**config.mk**
```make
export PLATFORM = sky130hd
export DESIGN_NAME = mss_bus_switch_default_slv_q
export DESIGN_NICKNAME = d
export VERILOG_FILES = /design/src/rtl/mss_bus_switch_pkg.sv /design/src/rtl/mss_bus_switch_cmd_fifo.sv /design/src/rtl/mss_bus_switch_default_slv_q.sv
export SDC_FILE = /design/constraint.sdc
export NUM_CORES = 1
export LEC_CHECK = 0
export CAP_MARGIN = 20
export CORE_ASPECT_RATIO = 0.5
export CORE_MARGIN = 2
export CORE_UTILIZATION = 40
export DETAILED_ROUTE_END_ITERATION = 10
export PLACE_DENSITY_LB_ADDON = 0.1
export SLEW_MARGIN = 20
export SYNTH_ARGS = -nofsm -noshare
export SYNTH_HDL_FRONTEND = slang
export SYNTH_SLANG_ARGS = --single-unit
```
**constraint.sdc**
```tcl
create_clock -name clk -period 3.5 [get_ports clk]
set_clock_uncertainty 0.15 [all_clocks]
set_input_delay 0.35 -clock clk [delete_from_list [all_inputs] [get_ports clk]]
set_output_delay 0.35 -clock clk [all_outputs]
set_load 0.02 [all_outputs]
```
**src/rtl/mss_bus_switch_pkg.sv**
```systemverilog
// Shared definitions for the MSS bus switch blocks.
//   head_st_t   : default-slave head-of-queue FSM state
//   cmd_ent_t   : command queue entry {excl, read, burst_size}
//   BSZ_W       : IBP burst-size field width
//   RESP_*      : response encoding (OKAY vs error)
package mss_bus_switch_pkg;

    localparam int BSZ_W = 4;

    localparam logic RESP_OKAY  = 1'b0;
    localparam logic RESP_ERR   = 1'b1;
    // Exclusive accesses are recorded but the default slave never grants them.
    localparam logic EXCL_GRANT = 1'b0;

    typedef enum logic [1:0] {
        ST_IDLE,
        ST_RD,
        ST_WR,
        ST_WRSP
    } head_st_t;

    typedef struct packed {
        logic             excl;
        logic             read;
        logic [BSZ_W-1:0] bsz;
    } cmd_ent_t;

endpackage

```
**src/rtl/mss_bus_switch_cmd_fifo.sv**
```systemverilog
// Generic W x DEPTH circular FIFO with full/empty flags.
//   clk, rst_a   : clock, async active-low reset
//   push, wdata  : write side (ignored when full)
//   pop, rdata   : read side, rdata is the current head (ignored when empty)
//   full, empty  : occupancy flags from registered pointers
module mss_bus_switch_cmd_fifo #(
    parameter int W     = 6,
    parameter int DEPTH = 4
) (
    input  logic         clk,
    input  logic         rst_a,
    input  logic         push,
    input  logic [W-1:0] wdata,
    input  logic         pop,
    output logic [W-1:0] rdata,
    output logic         full,
    output logic         empty
);

    localparam int PW = $clog2(DEPTH);

    // Extra MSB on each pointer distinguishes full from empty.
    logic [PW:0]  wptr, rptr;
    logic [W-1:0] mem [DEPTH];
    logic         do_push, do_pop;

    assign do_push = push & ~full;
    assign do_pop  = pop & ~empty;

    always_ff @(posedge clk or negedge rst_a) begin
        if (!rst_a) begin
            wptr <= '0;
            rptr <= '0;
        end else begin
            if (do_push) wptr <= wptr + 1'b1;
            if (do_pop)  rptr <= rptr + 1'b1;
        end
    end

    always_ff @(posedge clk) begin
        if (do_push) mem[wptr[PW-1:0]] <= wdata;
    end

    assign rdata = mem[rptr[PW-1:0]];
    assign empty = (wptr == rptr);
    assign full  = (wptr[PW] != rptr[PW]) && (wptr[PW-1:0] == rptr[PW-1:0]);

endmodule

```
**src/rtl/mss_bus_switch_default_slv_q.sv**
```systemverilog
// IBP default slave for unmapped space in the MSS bus switch.
// Queues up to OUTSTD commands and answers them strictly in order: reads
// return burst_size+1 beats of RD_PAT, writes sink beats up to wr_last then
// return one response. Diagnostics capture the first offending address and
// count terminated commands (saturating).
//   clk, rst_a              : clock, async active-low reset
//   def_slv_ibp_cmd_*       : command channel
//   def_slv_ibp_rd_*/err_rd : read data channel
//   def_slv_ibp_wr_*/err_wr : write data and write response channels
//   diag_*                  : address capture and command counter
module mss_bus_switch_default_slv_q
    import mss_bus_switch_pkg::*;
#(
    parameter int            AW     = 32,
    parameter int            DW     = 64,
    parameter int            OUTSTD = 4,
    parameter bit            RD_ERR = 1'b1,
    parameter bit            WR_ERR = 1'b1,
    parameter logic [DW-1:0] RD_PAT = '0,
    parameter int            CNT_W  = 16
) (
    input  logic             clk,
    input  logic             rst_a,
    input  logic             def_slv_ibp_cmd_valid,
    output logic             def_slv_ibp_cmd_accept,
    input  logic             def_slv_ibp_cmd_read,
    input  logic [AW-1:0]    def_slv_ibp_cmd_addr,
    input  logic [3:0]       def_slv_ibp_cmd_burst_size,
    input  logic             def_slv_ibp_cmd_excl,
    output logic             def_slv_ibp_rd_valid,
    output logic             def_slv_ibp_err_rd,
    input  logic             def_slv_ibp_rd_accept,
    output logic [DW-1:0]    def_slv_ibp_rd_data,
    output logic             def_slv_ibp_rd_last,
    output logic             def_slv_ibp_rd_excl_ok,
    input  logic             def_slv_ibp_wr_valid,
    output logic             def_slv_ibp_wr_accept,
    input  logic             def_slv_ibp_wr_last,
    output logic             def_slv_ibp_wr_done,
    output logic             def_slv_ibp_err_wr,
    output logic             def_slv_ibp_wr_excl_done,
    input  logic             def_slv_ibp_wr_resp_accept,
    input  logic             diag_err_clr,
    output logic             diag_err_vld,
    output logic [AW-1:0]    diag_err_addr,
    output logic             diag_err_read,
    output logic [CNT_W-1:0] diag_cmd_cnt
);

    localparam logic RD_RESP = RD_ERR ? RESP_ERR : RESP_OKAY;
    localparam logic WR_RESP = WR_ERR ? RESP_ERR : RESP_OKAY;

    head_st_t         state, nxt;
    cmd_ent_t         push_ent, head;
    logic             full, empty, push, pop;
    logic [BSZ_W-1:0] beat_cnt;
    logic             beat_vld, last_beat, resp_vld;

    // Gating with rst_a keeps every output low while reset is held.
    assign def_slv_ibp_cmd_accept = ~full & rst_a;
    assign push = def_slv_ibp_cmd_valid & def_slv_ibp_cmd_accept;

    assign push_ent = '{excl: def_slv_ibp_cmd_excl,
                        read: def_slv_ibp_cmd_read,
                        bsz:  def_slv_ibp_cmd_burst_size};

    mss_bus_switch_cmd_fifo #(.W($bits(cmd_ent_t)), .DEPTH(OUTSTD)) u_cmd_fifo (
        .clk   (clk),
        .rst_a (rst_a),
        .push  (push),
        .wdata (push_ent),
        .pop   (pop),
        .rdata (head),
        .full  (full),
        .empty (empty)
    );

    assign beat_vld  = (state == ST_RD);
    assign last_beat = beat_vld & (beat_cnt == head.bsz);
    assign resp_vld  = (state == ST_WRSP);

    assign pop = (last_beat & def_slv_ibp_rd_accept)
               | (resp_vld & def_slv_ibp_wr_resp_accept);

    always_ff @(posedge clk or negedge rst_a) begin
        if (!rst_a) state <= ST_IDLE;
        else        state <= nxt;
    end

    // From IDLE with an empty queue the incoming push is dispatched directly,
    // so the first beat appears the cycle after the command handshake.
    always_comb begin
        nxt = state;
        case (state)
            ST_IDLE: begin
                if (!empty)    nxt = head.read ? ST_RD : ST_WR;
                else if (push) nxt = def_slv_ibp_cmd_read ? ST_RD : ST_WR;
            end
            ST_RD:   if (last_beat & def_slv_ibp_rd_accept) nxt = ST_IDLE;
            ST_WR:   if (def_slv_ibp_wr_valid & def_slv_ibp_wr_last) nxt = ST_WRSP;
            ST_WRSP: if (def_slv_ibp_wr_resp_accept) nxt = ST_IDLE;
            default: nxt = ST_IDLE;
        endcase
    end

    always_ff @(posedge clk or negedge rst_a) begin
        if (!rst_a)
            beat_cnt <= '0;
        else if (beat_vld & def_slv_ibp_rd_accept)
            beat_cnt <= last_beat ? '0 : beat_cnt + 1'b1;
    end

    assign def_slv_ibp_rd_valid     = beat_vld & (RD_RESP == RESP_OKAY);
    assign def_slv_ibp_err_rd       = beat_vld & (RD_RESP == RESP_ERR);
    assign def_slv_ibp_rd_last      = last_beat;
    assign def_slv_ibp_rd_data      = RD_PAT;
    assign def_slv_ibp_rd_excl_ok   = beat_vld & head.excl & EXCL_GRANT;
    assign def_slv_ibp_wr_accept    = (state == ST_WR) & def_slv_ibp_wr_valid;
    assign def_slv_ibp_wr_done      = resp_vld & (WR_RESP == RESP_OKAY);
    assign def_slv_ibp_err_wr       = resp_vld & (WR_RESP == RESP_ERR);
    assign def_slv_ibp_wr_excl_done = resp_vld & head.excl & EXCL_GRANT;

    // A clear coinciding with a push re-arms and captures the new command.
    always_ff @(posedge clk or negedge rst_a) begin
        if (!rst_a) begin
            diag_err_vld  <= 1'b0;
            diag_err_addr <= '0;
            diag_err_read <= 1'b0;
        end else if (push && (!diag_err_vld || diag_err_clr)) begin
            diag_err_vld  <= 1'b1;
            diag_err_addr <= def_slv_ibp_cmd_addr;
            diag_err_read <= def_slv_ibp_cmd_read;
        end else if (diag_err_clr) begin
            diag_err_vld  <= 1'b0;
        end
    end

    always_ff @(posedge clk or negedge rst_a) begin
        if (!rst_a)
            diag_cmd_cnt <= '0;
        else if (push && (diag_cmd_cnt != {CNT_W{1'b1}}))
            diag_cmd_cnt <= diag_cmd_cnt + 1'b1;
    end

endmodule

```
==> results of run 1 <==
worst register-to-register path, stage by stage, from the launching register on:
cell and delay, ps:
dfrtp_1 650, xor2_2 300, o311ai_4 210, a41oi_4 340, and3_1 320, nand4_1 140, xnor2_1 150
timing repair:
| item | 4_1_cts | 5_1_grt |
|---|---|---|
| endpoints found under the setup margin | 0 | 1 |
| hold buffers | 1 | 0 |
| endpoints found under the hold margin | 2 | 0 |
| resized for setup | 0 | 1 |
worst max path at each step:
| stage | from | cells past startpoint | to | slack [ps] |
|---|---|---|---|---|
| 6_report | u_cmd_fifo.rptr[0]$_DFFE_PN0P_ | 6 | def_slv_ibp_rd_last | 270 |
| 5_1_grt | u_cmd_fifo.rptr[1]$_DFFE_PN0P_ | 6 | def_slv_ibp_rd_last | 90 |
| 4_1_cts | u_cmd_fifo.rptr[0]$_DFFE_PN0P_ | 6 | def_slv_ibp_rd_last | 90 |
| 3_5_place_dp | u_cmd_fifo.rptr[0]$_DFFE_PN0P_ | 6 | def_slv_ibp_rd_last | 470 |
| 3_3_place_gp | u_cmd_fifo.rptr[0]$_DFFE_PN0P_ | 6 | def_slv_ibp_rd_last | 490 |
| 2_1_floorplan | u_cmd_fifo.rptr[0]$_DFFE_PN0P_ | 6 | def_slv_ibp_rd_last | 1220 |
report_power, final:
part / switching, W / internal (W)
registers: 0.000276 / 0.00131
logic: 0.000909 / 0.000859
clock network: 0.000389 / 0.000557
placed cells by master, fill, tap and decap left out, types with 6 or more instances in the layout:
master and n:
inv_1 6, clkbuf_16 9, nor2_1 10, mux2_1 31, mux2i_1 6, clkdlybuf4s50_1 98, xnor2_1 16, nand4_1 7
xor2_1 10, nand3_1 8, edfxtp_1 20, conb_1 68, ha_1 7, dfrtp_1 61, nand2_1 18
cells by family (layout without fill, tap and decap cells):
logic type | Yosys count | count (layout) | synth area share
mux | 44 | 44 | 0.1288
buf+inv | 79 | 124 | 0.1389
flops | 82 | 82 | 0.5273
fa+ha+maj | 7 | 7 | 0.02146
other cells | 1 | 68 | 0.0009188
simple gates | 60 | 60 | 0.07664
compound gates | 18 | 18 | 0.04231
xor+xnor | 28 | 28 | 0.06376
Yosys cell counts (2+ instances only):
master / number / area (sq um)
buf_4: 69 / 518.0
dfrtp_1: 62 / 1551
mux2_1: 31 / 349.1
edfxtp_1: 20 / 600.6
nand2_1: 18 / 67.56
xnor2_1: 16 / 140.1
nor2_1: 10 / 37.54
xor2_1: 10 / 87.58
nand3_1: 8 / 40.04
ha_1: 7 / 87.58
nand4_1: 7 / 43.79
inv_1: 6 / 22.52
mux2i_1: 6 / 60.06
and3_1: 5 / 31.28
mux2_2: 4 / 45.04
a21oi_1: 3 / 15.01
and2_1: 3 / 18.77
buf_2: 3 / 15.01
a21o_1: 2 / 15.01
a21oi_2: 2 / 17.52
mux4_2: 2 / 45.04
nor3b_2: 2 / 25.02
o21ai_0: 2 / 10.01
o21ai_1: 2 / 10.01
xor2_2: 2 / 32.53
layer usage:
layer / track usage / wire (microns) / vias to the layer above
li1: - / - / 1174
met1: 0.1700 / 3160 / 1209
met2: 0.2368 / 3710 / 114
met3: 0.07844 / 921 / 9
met4: 0.05502 / 108 / 0
met5: 0 / 0 / -
per-stage QoR:
step	worst slack, ps	utilization	instances	cell area, sq um
finish	272.5	0.5464	566	5281
global route	93.63	0.5464	566	5281
CTS	92.79	0.5463	566	5280
detailed placement	472.8	0.5138	549	4966
global placement	491.9	0.5138	549	4966
floorplan	1218	-	386	4333
state kept, by name (all words and copies together) (netlist names):
name	count
diag_err_addr	32
u_cmd_fifo.wptr	3
diag_err_read	1
u_cmd_fifo.rptr	3
diag_err_vld	1
beat_cnt	4
state	2
u_cmd_fifo.mem	20
diag_cmd_cnt	16
cell type report:
type                       instances  area, sq um
sequential                        82         2153
clock inverter                     7        78.83
fill                             830         4384
tap                              135        168.9
clock buffer                       9        225.2
multi-input combinational        225         1622
inverter                           6        22.52
timing repair buffer             102         1011
==> flow_summary.toml, run 1 <==
[sta]
slew_violations = 0
hold_ws_ps = 258.4
worstMarginPinSlew_ps = 755.1
setup_tns_ps = 0
finalSetupViolations = 0
post-route-period-util = 0.9221
slew-limit-headroom = 0.4966
timing.fmax_ghz = 0.3098
fin_crit_ps = 3227
grt_setup_unrepaired = "no"
hold_viol = 0

[floorplan]
chipWidth_microns = 146.9
io_pins = 169
rows = 25
die-area_sq_mm = 0.01108
initial_core_util = 0.4223
chipHeight_microns = 75.43
core_area_sq_mm = 0.009666

[route]
drt_iter0_markers = 82
post_drt_via_cell_ratio = 4.428
drtAntennaViolNets = 0
vias = 2506
drc_errors = 0
drt_pass1_iterations = 4
wl_per_cell_microns = 13.96
wl_mm = 7.901

[setup_path]
worst-endpoint-arrival_ps = 2730
reg2regPathDepth = 6
timing.rr.end = "diag_cmd_cnt[15]$_DFFE_PN0P_"
path_cells = "mux4_2 > xor2_1 > nor2_2 > o21ai_1 > nor3b_2 > clkdlybuf4s50_1"
crit_required_ps = 3000
crit_path_start_kind = "flop"
crit_slowest_cell = "clkdlybuf4s50_1"
crit_buf_inv = 1
critPathKind = "flop to primary output"
slowest_delay_ps = 630
crit_family = "buffers and inverters"
ff2ff_setup_slack_ps = 1120
rr_startpoint = "u_cmd_fifo.rptr[1]$_DFFE_PN0P_"
cp_max_fo = 8
end_kind = "primary output"

[synthesis]
yosysUniqueCellTypes = 42
yosys_warnings = 0
seq_area_frac_synth = 0.5273
avgSynthCellArea_sq_um = 12.79
syn_inst = 319
synth_seq_cells = 82
synthArstFlopShare = 0.7561
synth_edf_count = 20
syn-cell-area_sq_mm = 0.004081
ys.flop_type = "dfrtp_1"

[finish]
area_delta_synth_final_pct = 29.40
nets = 479
final_layout_size_suffix_gt1_frac = 0.09049
diodes = 0

[cts]
cts_max_level = 3
cts.root.buffer_cell = "clkbuf_16"
cts_tree = "built"
cts_setup_buffers = 0
clk_latency_ps = 340
path_clk_slew_ps = 60
cts_buffer_depth = 2
cts_made_buffers = 9
numClockSinks = 82

[global_route]
antenna_found_initial = 0
grt_pass1_wl_mm = 12.31
grt_util_all_layers = 0.1466
overflow = 0
grt_pass1_vias = 2509
grt_max_degree = 61

[power_and_ir_drop]
p_total_w = 0.004295
powerDensity_mw_per_mm2 = 813.2
ir_drop_mv = 0.4958
p_leak_nw = 2.210

[place]
portBuffers = 99
gp_congestion = 0.7190
dp_hpwl_mm = 5.912

[status]
status = "finished clean"

[flow_run]
max_cap_viol_count = 0

[hold_path]
hold_class = "input pin to asynchronous set/reset pin"
Power figures use the tool's default switching activity.
==> inputs of run 2 (changes only) <==
Settings changed: CORE_UTILIZATION 40 to 47.
==> run 2 against run 1 <==
Net effect: global-route usage up 2.9 points; sequential share of layout area about the same; final cell count fell by 3.9%; clock power grew 6%; sequential power about the same; hold slack gained 35 ps; critical endpoint unchanged.
==> flow_summary.toml, run 2 (same netlist as run 1, synthesis figures left out) <==
[status]
status = "finished clean"

[route]
drt_iter0_markers = 97
drt_pass1_iterations = 4
post_drt_via_cell_ratio = 4.619
drtAntennaViolNets = 0
wl_mm = 7.742
drc_errors = 0
wl_per_cell_microns = 14.23
vias = 2513

[sta]
post-route-period-util = 0.9305
fin_crit_ps = 3257
slew_violations = 0
setup_ws_ps = 243.4
timing.fmax_ghz = 0.3071
finalSetupViolations = 0
hold_ws_ps = 293.3
setup_tns_ps = 0
slew-limit-headroom = 0.5229
grt_setup_unrepaired = "no"
worstMarginPinSlew_ps = 715.6
hold_viol = 0

[finish]
multi_input_area_sq_mm = 0.001622
most-common-layout-cells = "clkdlybuf4s50_1, conb_1, dfrtp_1"
area_delta_synth_final_pct = 29.40
fin_util = 0.6439
regMostFlops = "diag_err_addr"
ff_latch_area_sq_mm = 0.002152
final_layout_size_suffix_gt1_frac = 0.09028
largest_reg_flops = 32
fillers = 611
final_common_cell = "clkdlybuf4s50_1"
diodes = 0
final_cells = 544
nets = 480

[place]
gp_congestion = 0.7541
dp_hpwl_mm = 5.939
pre_cts_ws_ps = 578.3
portBuffers = 99
dp_cells = 527

[cts]
clk_latency_ps = 330
cts_max_level = 3
cts_setup_buffers = 0
cts_tree = "built"
cts.root.buffer_cell = "clkbuf_16"
cts_resized = 0
cts_buffer_depth = 2
numClockSinks = 82
path_clk_slew_ps = 60
cts_made_buffers = 9

[power_and_ir_drop]
pwr-share-clk = 0.230
p_int_w = 0.002802
p_seq_frac = 0.360
pwr-share-comb = 0.410
switching_share = 0.3582
power.switching_w = 0.001564
powerDensity_mw_per_mm2 = 826.6
p_leak_nw = 2.230
ir_drop_mv = 0.5304

[floorplan]
initial_core_util = 0.4976
chipWidth_microns = 135.8
chipHeight_microns = 69.90
core_area_sq_mm = 0.008202
io_pins = 169
die-area_sq_mm = 0.009491
rows = 23

[setup_path]
crit_path_start_kind = "flop"
crit_family = "flip-flops"
cp.depth = 6
critPathKind = "flop to primary output"
crit_required_ps = 3000
slowest_delay_ps = 680
crit_buf_inv = 1
path_cells = "mux4_2 > xor2_1 > nor2_2 > o21ai_1 > nor3b_2 > clkdlybuf4s50_1"
cp_max_fo = 10
worst-endpoint-arrival_ps = 2760
end_kind = "primary output"
reg2regPathDepth = 5
crit_slowest_cell = "dfrtp_1"

[global_route]
grt_util_all_layers = 0.1760
overflow = 0
antenna_found_initial = 0
grt_max_degree = 59
grt_pass1_vias = 2684
grt_pass1_wl_mm = 12.90

[hold_path]
hold_class = "input pin to asynchronous set/reset pin"

[flow_run]
max_cap_viol_count = 0
-- run 2: cell types whose count changed in the layout (fill, tap and decap cells not counted) --
cell	delta
clkinvlp_4	-1
clkinv_4	-1
dfrtp_2	-1
inv_6	+1
dfrtp_1	+1
bufinv_16	+1
buf_4	+1
-- run 2: area by class of cell --
type	count	area share
tap	112	0.02653
sequential	82	0.4075
inverter	6	0.004264
clock inverter	7	0.01919
clock buffer	9	0.04264
multi-input combinational	225	0.3070
timing repair buffer	103	0.1928
-- run 2: final timing paths --
path | end | start | slack (ps)
max | def_slv_ibp_rd_last | u_cmd_fifo.rptr[1]$_DFFE_PN0P_ | 240
min | u_cmd_fifo.rptr[1]$_DFFE_PN0P_ | rst_a | 290
max reg2reg | diag_err_addr[15]$_DFFE_PN0P_ | u_cmd_fifo.rptr[1]$_DFFE_PN0P_ | 940
min reg2reg | diag_err_addr[20]$_DFFE_PN0P_ | diag_err_addr[20]$_DFFE_PN0P_ | 330
max in group asynchronous | diag_cmd_cnt[2]$_DFFE_PN0P_ | rst_a | 1960
min in group clk | diag_err_addr[20]$_DFFE_PN0P_ | diag_err_addr[20]$_DFFE_PN0P_ | 330
-- run 2: repair_timing --
action | CTS | global route
endpoints found under the hold margin | 4 | 0
endpoints found under the setup margin | 0 | 0
hold buffers | 1 | 0
-- run 2: metrics by stage --
stage	area (sq um)	power, W
5_1_grt	5281	0.004633
3_3_place_gp	4945	0.003330
3_5_place_dp	4945	0.003387
2_1_floorplan	4333	0.002677
4_1_cts	5281	0.004424
6_report	5281	0.004366
-- run 2: power groups by stage --
stage,Sequential [W],Combinational (W),Clock (W)
3_5_place_dp,0.00158,0.00180,0
5_1_grt,0.00162,0.00193,0.00107
4_1_cts,0.00157,0.00182,0.00103
3_3_place_gp,0.00156,0.00177,0
2_1_floorplan,0.00180,0.000872,0
6_report,0.00157,0.00179,0.00100
-- run 2: routing by layer --
layer / track usage / share of wire / up-vias
li1: - / - / 1174
met1: 0.1966 / 0.39 / 1223
met2: 0.2963 / 0.49 / 111
met3: 0.09223 / 0.11 / 5
met4: 0.04745 / 0.0076 / 0
met5: 0 / 0 / -
==> inputs of run 3 (changes only) <==
--- a/config.mk
+++ b/config.mk
@@ -11,5 +11,7 @@
 export CORE_UTILIZATION = 47
 export DETAILED_ROUTE_END_ITERATION = 10
+export MAX_ROUTING_LAYER = met4
 export PLACE_DENSITY_LB_ADDON = 0.1
+export REMOVE_ABC_BUFFERS = 1
 export SLEW_MARGIN = 20
 export SYNTH_ARGS = -nofsm -noshare
==> constraint.sdc (replaced) <==
create_clock -name clk -period 3.5 [get_ports clk]
set_clock_uncertainty 0.15 [all_clocks]
set_input_delay 0.525 -clock clk [delete_from_list [all_inputs] [get_ports clk]]
set_output_delay 0.525 -clock clk [all_outputs]
set_load 0.02 [all_outputs]
==> run 3 against run 2 <==
Net effect: worst setup slack worse by 18 ps; highest routed layer unchanged; via count up 0.88%; final cell count unchanged; critical path type unchanged; register-to-register slack better by 310 ps; clock power down 8%; core utilization down 0.37 points.
==> flow_summary.toml, run 3 (same netlist as run 1, synthesis figures left out) <==
[setup_path]
crit_buf_inv = 1
slowest_delay_ps = 630
end_kind = "primary output"
path_cells = "mux4_2 > xor2_1 > nor2_2 > o21ai_1 > nor3b_2 > clkdlybuf4s50_1"
crit_family = "buffers and inverters"
crit_slowest_cell = "clkdlybuf4s50_1"
cp_max_fo = 5
crit_required_ps = 2820
crit_path_start_kind = "flop"
worst-endpoint-arrival_ps = 2600
rr_startpoint = "u_cmd_fifo.rptr[0]$_DFFE_PN0P_"
critPathKind = "flop to primary output"
cp-startpoint = "u_cmd_fifo.rptr[0]$_DFFE_PN0P_"

[finish]
final_layout_size_suffix_gt1_frac = 0.09259
regMostFlops = "diag_err_addr"
ff_latch_area_sq_mm = 0.002153
most-common-layout-cells = "clkdlybuf4s50_1, conb_1, dfrtp_1"
nets = 480
final_cell_area_sq_mm = 0.005251
largest_reg_flops = 32
area_delta_synth_final_pct = 28.66
fillers = 658
diodes = 0
final_common_cell = "clkdlybuf4s50_1"
multi_input_area_sq_mm = 0.001622

[cts]
clk_latency_ps = 330
numClockSinks = 82
cts_max_level = 3
cts.root.buffer_cell = "clkbuf_16"
cts_tree = "built"
cts_buffer_depth = 2
cts_setup_buffers = 0
cts_made_buffers = 9
path_clk_slew_ps = 60

[sta]
fin_crit_ps = 3275
slew_violations = 0
finalSetupViolations = 0
slew-limit-headroom = 0.4742
worstMarginPinSlew_ps = 788.6
hold_ws_ps = 331.6
grt_setup_unrepaired = "no"
timing.fmax_ghz = 0.3054
post-route-period-util = 0.9357
hold_viol = 0
setup_tns_ps = 0

[route]
drt_pass1_iterations = 4
wl_mm = 7.988
drtAntennaViolNets = 0
post_drt_via_cell_ratio = 4.660
wl_per_cell_microns = 14.68
vias = 2535
drt_iter0_markers = 81
drc_errors = 0

[global_route]
grt_pass1_wl_mm = 12.73
antenna_found_initial = 0
grt_util_all_layers = 0.1825
grt_max_degree = 62
overflow = 0
grt_pass1_vias = 2593

[floorplan]
chipHeight_microns = 69.90
initial_core_util = 0.4976
core_area_sq_mm = 0.008202
io_pins = 169
die-area_sq_mm = 0.009491
chipWidth_microns = 135.8
rows = 23

[hold_path]
worstHoldStart = "diag_err_addr[2]$_DFFE_PN0P_"
hold_class = "flop to flop"

[power_and_ir_drop]
powerDensity_mw_per_mm2 = 815.0
p_leak_nw = 2.222
ir_drop_mv = 0.4748
p_total_w = 0.004280

[place]
dp_hpwl_mm = 5.950
gp_congestion = 0.7765
dpl_cell_area_sq_mm = 0.004945
portBuffers = 99

[flow_run]
max_cap_viol_count = 0

[status]
status = "finished clean"
-- run 3: cell types whose count changed in the layout (fill, tap and decap cells not counted) --
cell | before | now
dfrtp_2 | 0 | 1
inv_6 | 2 | 0
bufinv_16 | 2 | 1
dfrtp_1 | 62 | 61
clkinv_2 | 0 | 3
clkinvlp_4 | 2 | 1
clkinv_4 | 1 | 2
-- run 3: area by class of cell --
type                    count  area share
flip-flops and latches     82      0.4101
inverters                   6    0.004289
multi-input cells         225      0.3088
clock buffers               9     0.04289
well taps                 112     0.02669
clock inverters             7     0.01334
repair buffers            103      0.1939
-- run 3: routing by layer --
metal	up-vias	wire length, microns	track usage
met3	8	621	0.07407
met5	-	0	-
met4	0	99	0.05556
met1	1244	3322	0.2068
met2	110	3944	0.2991
li1	1173	-	-
-- run 3: worst paths after layout --
check / end / slack [ps] / cells past startpoint
hold / removal: diag_err_addr[2]$_DFFE_PN0P_ / 330 / 1
setup / recovery: def_slv_ibp_rd_last / 230 / 6
hold reg to reg: diag_err_addr[2]$_DFFE_PN0P_ / 330 / 1
max in group asynchronous: u_cmd_fifo.rptr[1]$_DFFE_PN0P_ / 1760 / 3
setup reg to reg: diag_err_addr[17]$_DFFE_PN0P_ / 1250 / 6
min in group asynchronous: u_cmd_fifo.wptr[2]$_DFFE_PN0P_ / 430 / 2
-- run 3: power breakdown --
part | switching (W) | internal [W] | leakage [nW]
Clock | 0.000371 | 0.000550 | 0.145
Sequential | 0.000264 | 0.00131 | 0.930
Combinational | 0.000924 | 0.000864 | 1.15
-- run 3: repair_timing --
action	4_1_cts	5_1_grt
resized for setup	0	1
hold buffers	1	0
hold endpoints to repair	1	0
endpoints found under the setup margin	0	1
-- run 3: per-stage QoR --
stage                     std cells    util  setup WS (ps)
after floorplan                 313       -          839.3
after global placement          527  0.6029          465.5
after detailed placement        527  0.6029          432.4
after CTS                       544  0.6401          45.30
after global routing            544  0.6403          59.79
final                           544  0.6403          225.1
==> RTL edit 1 (flow settings as in run 1) <==
`DW`: 64 -> 128.
--- a/src/rtl/mss_bus_switch_default_slv_q.sv
+++ b/src/rtl/mss_bus_switch_default_slv_q.sv
@@ -12,7 +12,7 @@
     import mss_bus_switch_pkg::*;
 #(
     parameter int            AW     = 32,
-    parameter int            DW     = 64,
+    parameter int            DW     = 128,
     parameter int            OUTSTD = 4,
     parameter bit            RD_ERR = 1'b1,
     parameter bit            WR_ERR = 1'b1,
Interface: changed (resized def_slv_ibp_rd_data); port bits go from 169 to 233. No check against the original RTL was run, so the function may have changed too.
==> RTL edit 1 against run 1 <==
Non-clock buffer count up 1; power rose by 1.4%; worst setup slack worse by 0.0065 ns; cell area increased by 4.7%; clock power down 1%; via count up 4.3%; hold slack worse by 0.017 ns; largest cell class unchanged; area after synthesis grew 12%; sequential cell count stayed put; highest routed layer is now met5; global-route usage is 0.70 points lower; routed wire length rose by 7.6%.
==> RTL edit 1: results (changes against run 1) <==
stage;metric;value;unit;change
timing;slew_headroom;0.4850;;-0.01152
placed_design;gp_congestion;0.7104;;-1.2%
detailed_routing;via_count;2615;;+4.3%
timing;finalHoldWorstSlack;0.2412;ns;-0.01719 ns
timing;fin_ws;0.2661;ns;-0.006473 ns
pwr;p_switching;1.634;mW;+3.9%
setup_path;worst_path_max_delay_cell;dfrtp_1;;
placed_design;dp_hpwl;6295;um;+6.5%
pwr;p_comb;1.85;mW;+5%
pwr;p_leak;2.425;nW;+9.7%
global_routing;grt_pass1_wl;13040;um;+5.9%
yosys;syn_avg_cell_area;11.91;um^2;-6.9%
placed_design;postPlaceCellArea;0.005226;mm^2;+5.2%
pwr;ir_drop;0.4441;mV;-10%
yosys;ys_seq_area_frac;0.4717;;-0.05553
cells_and_area;fin_cells;641;;+13%
status;status;completed;;
global_routing;grt_antenna_before_repair;1;;+1
detailed_routing;wl_per_cell;13.26;um;-5.0%
setup_path;cp_slowest_stage_delay;0.65;ns;+0.02 ns
placed_design;pre_cts_ws;0.6139;ns;+0.1410 ns
global_routing;grt_usage;0.1396;;-0.007048
pwr;p_seq_frac;0.361;;-0.007
pwr;swShare;0.3751;;+0.008787
setup_path;cpLargestDelayFamily;flip-flops;;
cells_and_area;multiInputGateArea;0.001862;mm^2;+15%
yosys;synth.area.top_cells;dfrtp_1 (34%), buf_4 (22%), edfxtp_1 (13%), mux2_1 (7.7%), xnor2_1 (3.1%);;
placed_design;place_inst;624;;+14%
global_routing;first_global_vias;2474;;-1.4%
setup_path;worst-path-max-fanout;10;;+2
-- RTL edit 1: routing by layer --
layer	wire, um	global-route usage	share of wire	vias to the layer above
li1	-	-	-	1241
met1	3844	0.1765	0.45	1240
met5	10	0	0.0012	-
met2	3471	0.1880	0.41	121
met4	110	0.05000	0.013	2
met3	1066	0.09229	0.13	11
-- RTL edit 1: cell type report --
type / count / share of cell area
Sequential cell: 82 / 0.3892
Inverter: 6 / 0.004073
Clock buffer: 10 / 0.04141
Tap cell: 145 / 0.03281
Timing Repair Buffer: 103 / 0.1842
Clock inverter: 6 / 0.01154
Multi-Input combinational cell: 289 / 0.3367
-- RTL edit 1: cell families after synthesis --
family | after synthesis | share of synthesized area
buffers and inverters | 143 | 0.2296
flip-flops | 82 | 0.4718
AND/OR/NAND/NOR | 60 | 0.06857
multiplexers | 44 | 0.1152
XOR/XNOR | 28 | 0.05705
AO/OA/AOI/OAI | 18 | 0.03785
adder cells (fa/ha/maj) | 7 | 0.01920
other | 1 | 0.0008220
==> RTL edit 2 (settings of run 1) <==
Without the edit above. Put a register stage on the outputs `def_slv_ibp_rd_valid`, `def_slv_ibp_err_rd`, `def_slv_ibp_rd_last`, `def_slv_ibp_rd_excl_ok`, `def_slv_ibp_wr_accept`, `def_slv_ibp_wr_done`, `def_slv_ibp_err_wr` and `def_slv_ibp_wr_excl_done`. The values now appear one clock later. The other outputs are not delayed to match.
--- a/src/rtl/mss_bus_switch_default_slv_q.sv
+++ b/src/rtl/mss_bus_switch_default_slv_q.sv
@@ -110,15 +110,17 @@
             beat_cnt <= last_beat ? '0 : beat_cnt + 1'b1;
     end
 
-    assign def_slv_ibp_rd_valid     = beat_vld & (RD_RESP == RESP_OKAY);
-    assign def_slv_ibp_err_rd       = beat_vld & (RD_RESP == RESP_ERR);
-    assign def_slv_ibp_rd_last      = last_beat;
     assign def_slv_ibp_rd_data      = RD_PAT;
-    assign def_slv_ibp_rd_excl_ok   = beat_vld & head.excl & EXCL_GRANT;
-    assign def_slv_ibp_wr_accept    = (state == ST_WR) & def_slv_ibp_wr_valid;
-    assign def_slv_ibp_wr_done      = resp_vld & (WR_RESP == RESP_OKAY);
-    assign def_slv_ibp_err_wr       = resp_vld & (WR_RESP == RESP_ERR);
-    assign def_slv_ibp_wr_excl_done = resp_vld & head.excl & EXCL_GRANT;
+    always_ff @(posedge clk) begin
+        def_slv_ibp_rd_valid     <= beat_vld & (RD_RESP == RESP_OKAY);
+        def_slv_ibp_err_rd       <= beat_vld & (RD_RESP == RESP_ERR);
+        def_slv_ibp_rd_last      <= last_beat;
+        def_slv_ibp_rd_excl_ok   <= beat_vld & head.excl & EXCL_GRANT;
+        def_slv_ibp_wr_accept    <= (state == ST_WR) & def_slv_ibp_wr_valid;
+        def_slv_ibp_wr_done      <= resp_vld & (WR_RESP == RESP_OKAY);
+        def_slv_ibp_err_wr       <= resp_vld & (WR_RESP == RESP_ERR);
+        def_slv_ibp_wr_excl_done <= resp_vld & head.excl & EXCL_GRANT;
+    end
 
     // A clear coinciding with a push re-arms and captures the new command.
     always_ff @(posedge clk or negedge rst_a) begin
Behaviour: not the same (Yosys sat finds a counterexample within 4 cycles, from zero or initial values and one cycle with rst_a low).
==> RTL edit 2 against run 1 <==
Via count increased by 1.6%; power increased by 1.3%; routed wire length decreased by 2.7%; sequential cell count increased by 4; worst setup slack improved by 0.55 ns; global-route usage decreased by 0.55 points; critical path depth unchanged; area after synthesis increased by 2.5%; clock power increased by 11%; first-iteration DRC count decreased by 9.8%; cell area increased by 1.9%; critical endpoint is now diag_cmd_cnt[15].
==> RTL edit 2: results (changes against run 1) <==
stage;metric;value;unit;change
placed_design;place_inst;565;;+2.9%
setup_path;worst-path-max-fanout;13;;+5
detailed_routing;wl_met3;725;um;-21%
cells_and_area;fill_cells;879;;+5.9%
yosys;ys_seq_area_frac;0.5333;;+0.006049
yosys;synth.area.top_cells;dfrtp_1 (37%), edfxtp_1 (14%), buf_4 (12%), mux2_2 (9.1%), xnor2_1 (2.7%);;
placed_design;io_buffer_count;99;;unchanged
yosys;synthMuxAreaShare;0.1229;;-0.005885
yosys;synth_compound_area_frac;0.04006;;-0.002246
pwr;p_leak;2.328;nW;+5.3%
timing;tightest_slew;0.7705;ns;+0.01532 ns
setup_path;crit_type;reg2reg;;
setup_path;worst_path_max_delay_cell;dfrtp_1;;
placed_design;pre_cts_ws;0.7620;ns;+0.2892 ns
detailed_routing;avgViaCountPerCell;4.382;;-1.0%
setup_path;cp_slowest_stage_delay;0.66;ns;+0.03 ns
global_routing;grtUsageMet3;0.06647;;-0.01198
yosys;synthXorXnorAreaFrac;0.05830;;-0.005469
setup_path;reg2reg_from;u_cmd_fifo.rptr[0];;
detailed_routing;drt_iter0_drc;74;;-9.8%
setup_path;r2r_slack;0.82;ns;-0.30 ns
yosys;synth_fa_ha_area_frac;0.02093;;-0.0005325
global_routing;grt_usage;0.1411;;-0.005547
clocking;path_clk_slew;0.06;ns;about the same
yosys;ys_top_cells_by_count;buf_4 (69), dfrtp_1 (62), mux2_2 (34);;
cells_and_area;final_nets;489;;+2.1%
detailed_routing;wl_met1;3094;um;-2.1%
timing;fin_crit_sh;0.7656;;-0.1566
placed_design;dp_hpwl;5675;um;-4.0%
placed_design;postPlaceCellArea;0.005049;mm^2;+1.7%
detailed_routing;finalWirelength;7688;um;-2.7%
yosys;synthArstFlopShare;0.7209;;-0.03517
cells_and_area;area_delta_synth_final;28.64;%;
setup_path;cp.arrival;2.78;ns;+0.05 ns
global_routing;grt_util_met1;0.1649;;-0.005124
timing;finalHoldWorstSlack;0.07424;ns;-0.1841 ns
pwr;ir_drop;0.4178;mV;-16%
yosys;synth.distinct_cells;46;;+9.5%
cells_and_area;drive_gt1_frac;0.1361;;+0.04557
detailed_routing;wl_per_cell;13.23;um;-5.2%
status;status;completed;;
RTL edit 2: changes by cell type after synthesis, sizes merged, moves of 3 or more:
cell,delta
nor2,-3
dfxtp,+4
and2,+3
clkbuf,+3
a21oi,-4
nor3,+3
RTL edit 2: final cells by class:
class                      instances  share of cell area
multi-input combinational        233              0.3012
tap                              140             0.03254
clock inverter                     3             0.01208
clock buffer                      13             0.05020
sequential                        86              0.4146
timing repair buffer             101              0.1859
inverter                           5            0.003486
RTL edit 2: path summary, 6_finish.rpt:
kind,to,cells after the start
worst max-delay path,diag_cmd_cnt[15],6
worst max register to register,diag_cmd_cnt[15],6
max in group asynchronous,diag_err_addr[24],2
worst min-delay path,diag_cmd_cnt[3],2
worst min register to register,u_cmd_fifo.wptr[2],1
min in group clk,u_cmd_fifo.wptr[2],1
RTL edit 2: where the power goes:
part	internal [mW]	total (mW)	leakage, nW	switching (mW)
Combinational	0.860	1.69	1.20	0.830
Clock	0.682	1.05	0.166	0.363
Sequential	1.36	1.62	0.963	0.258
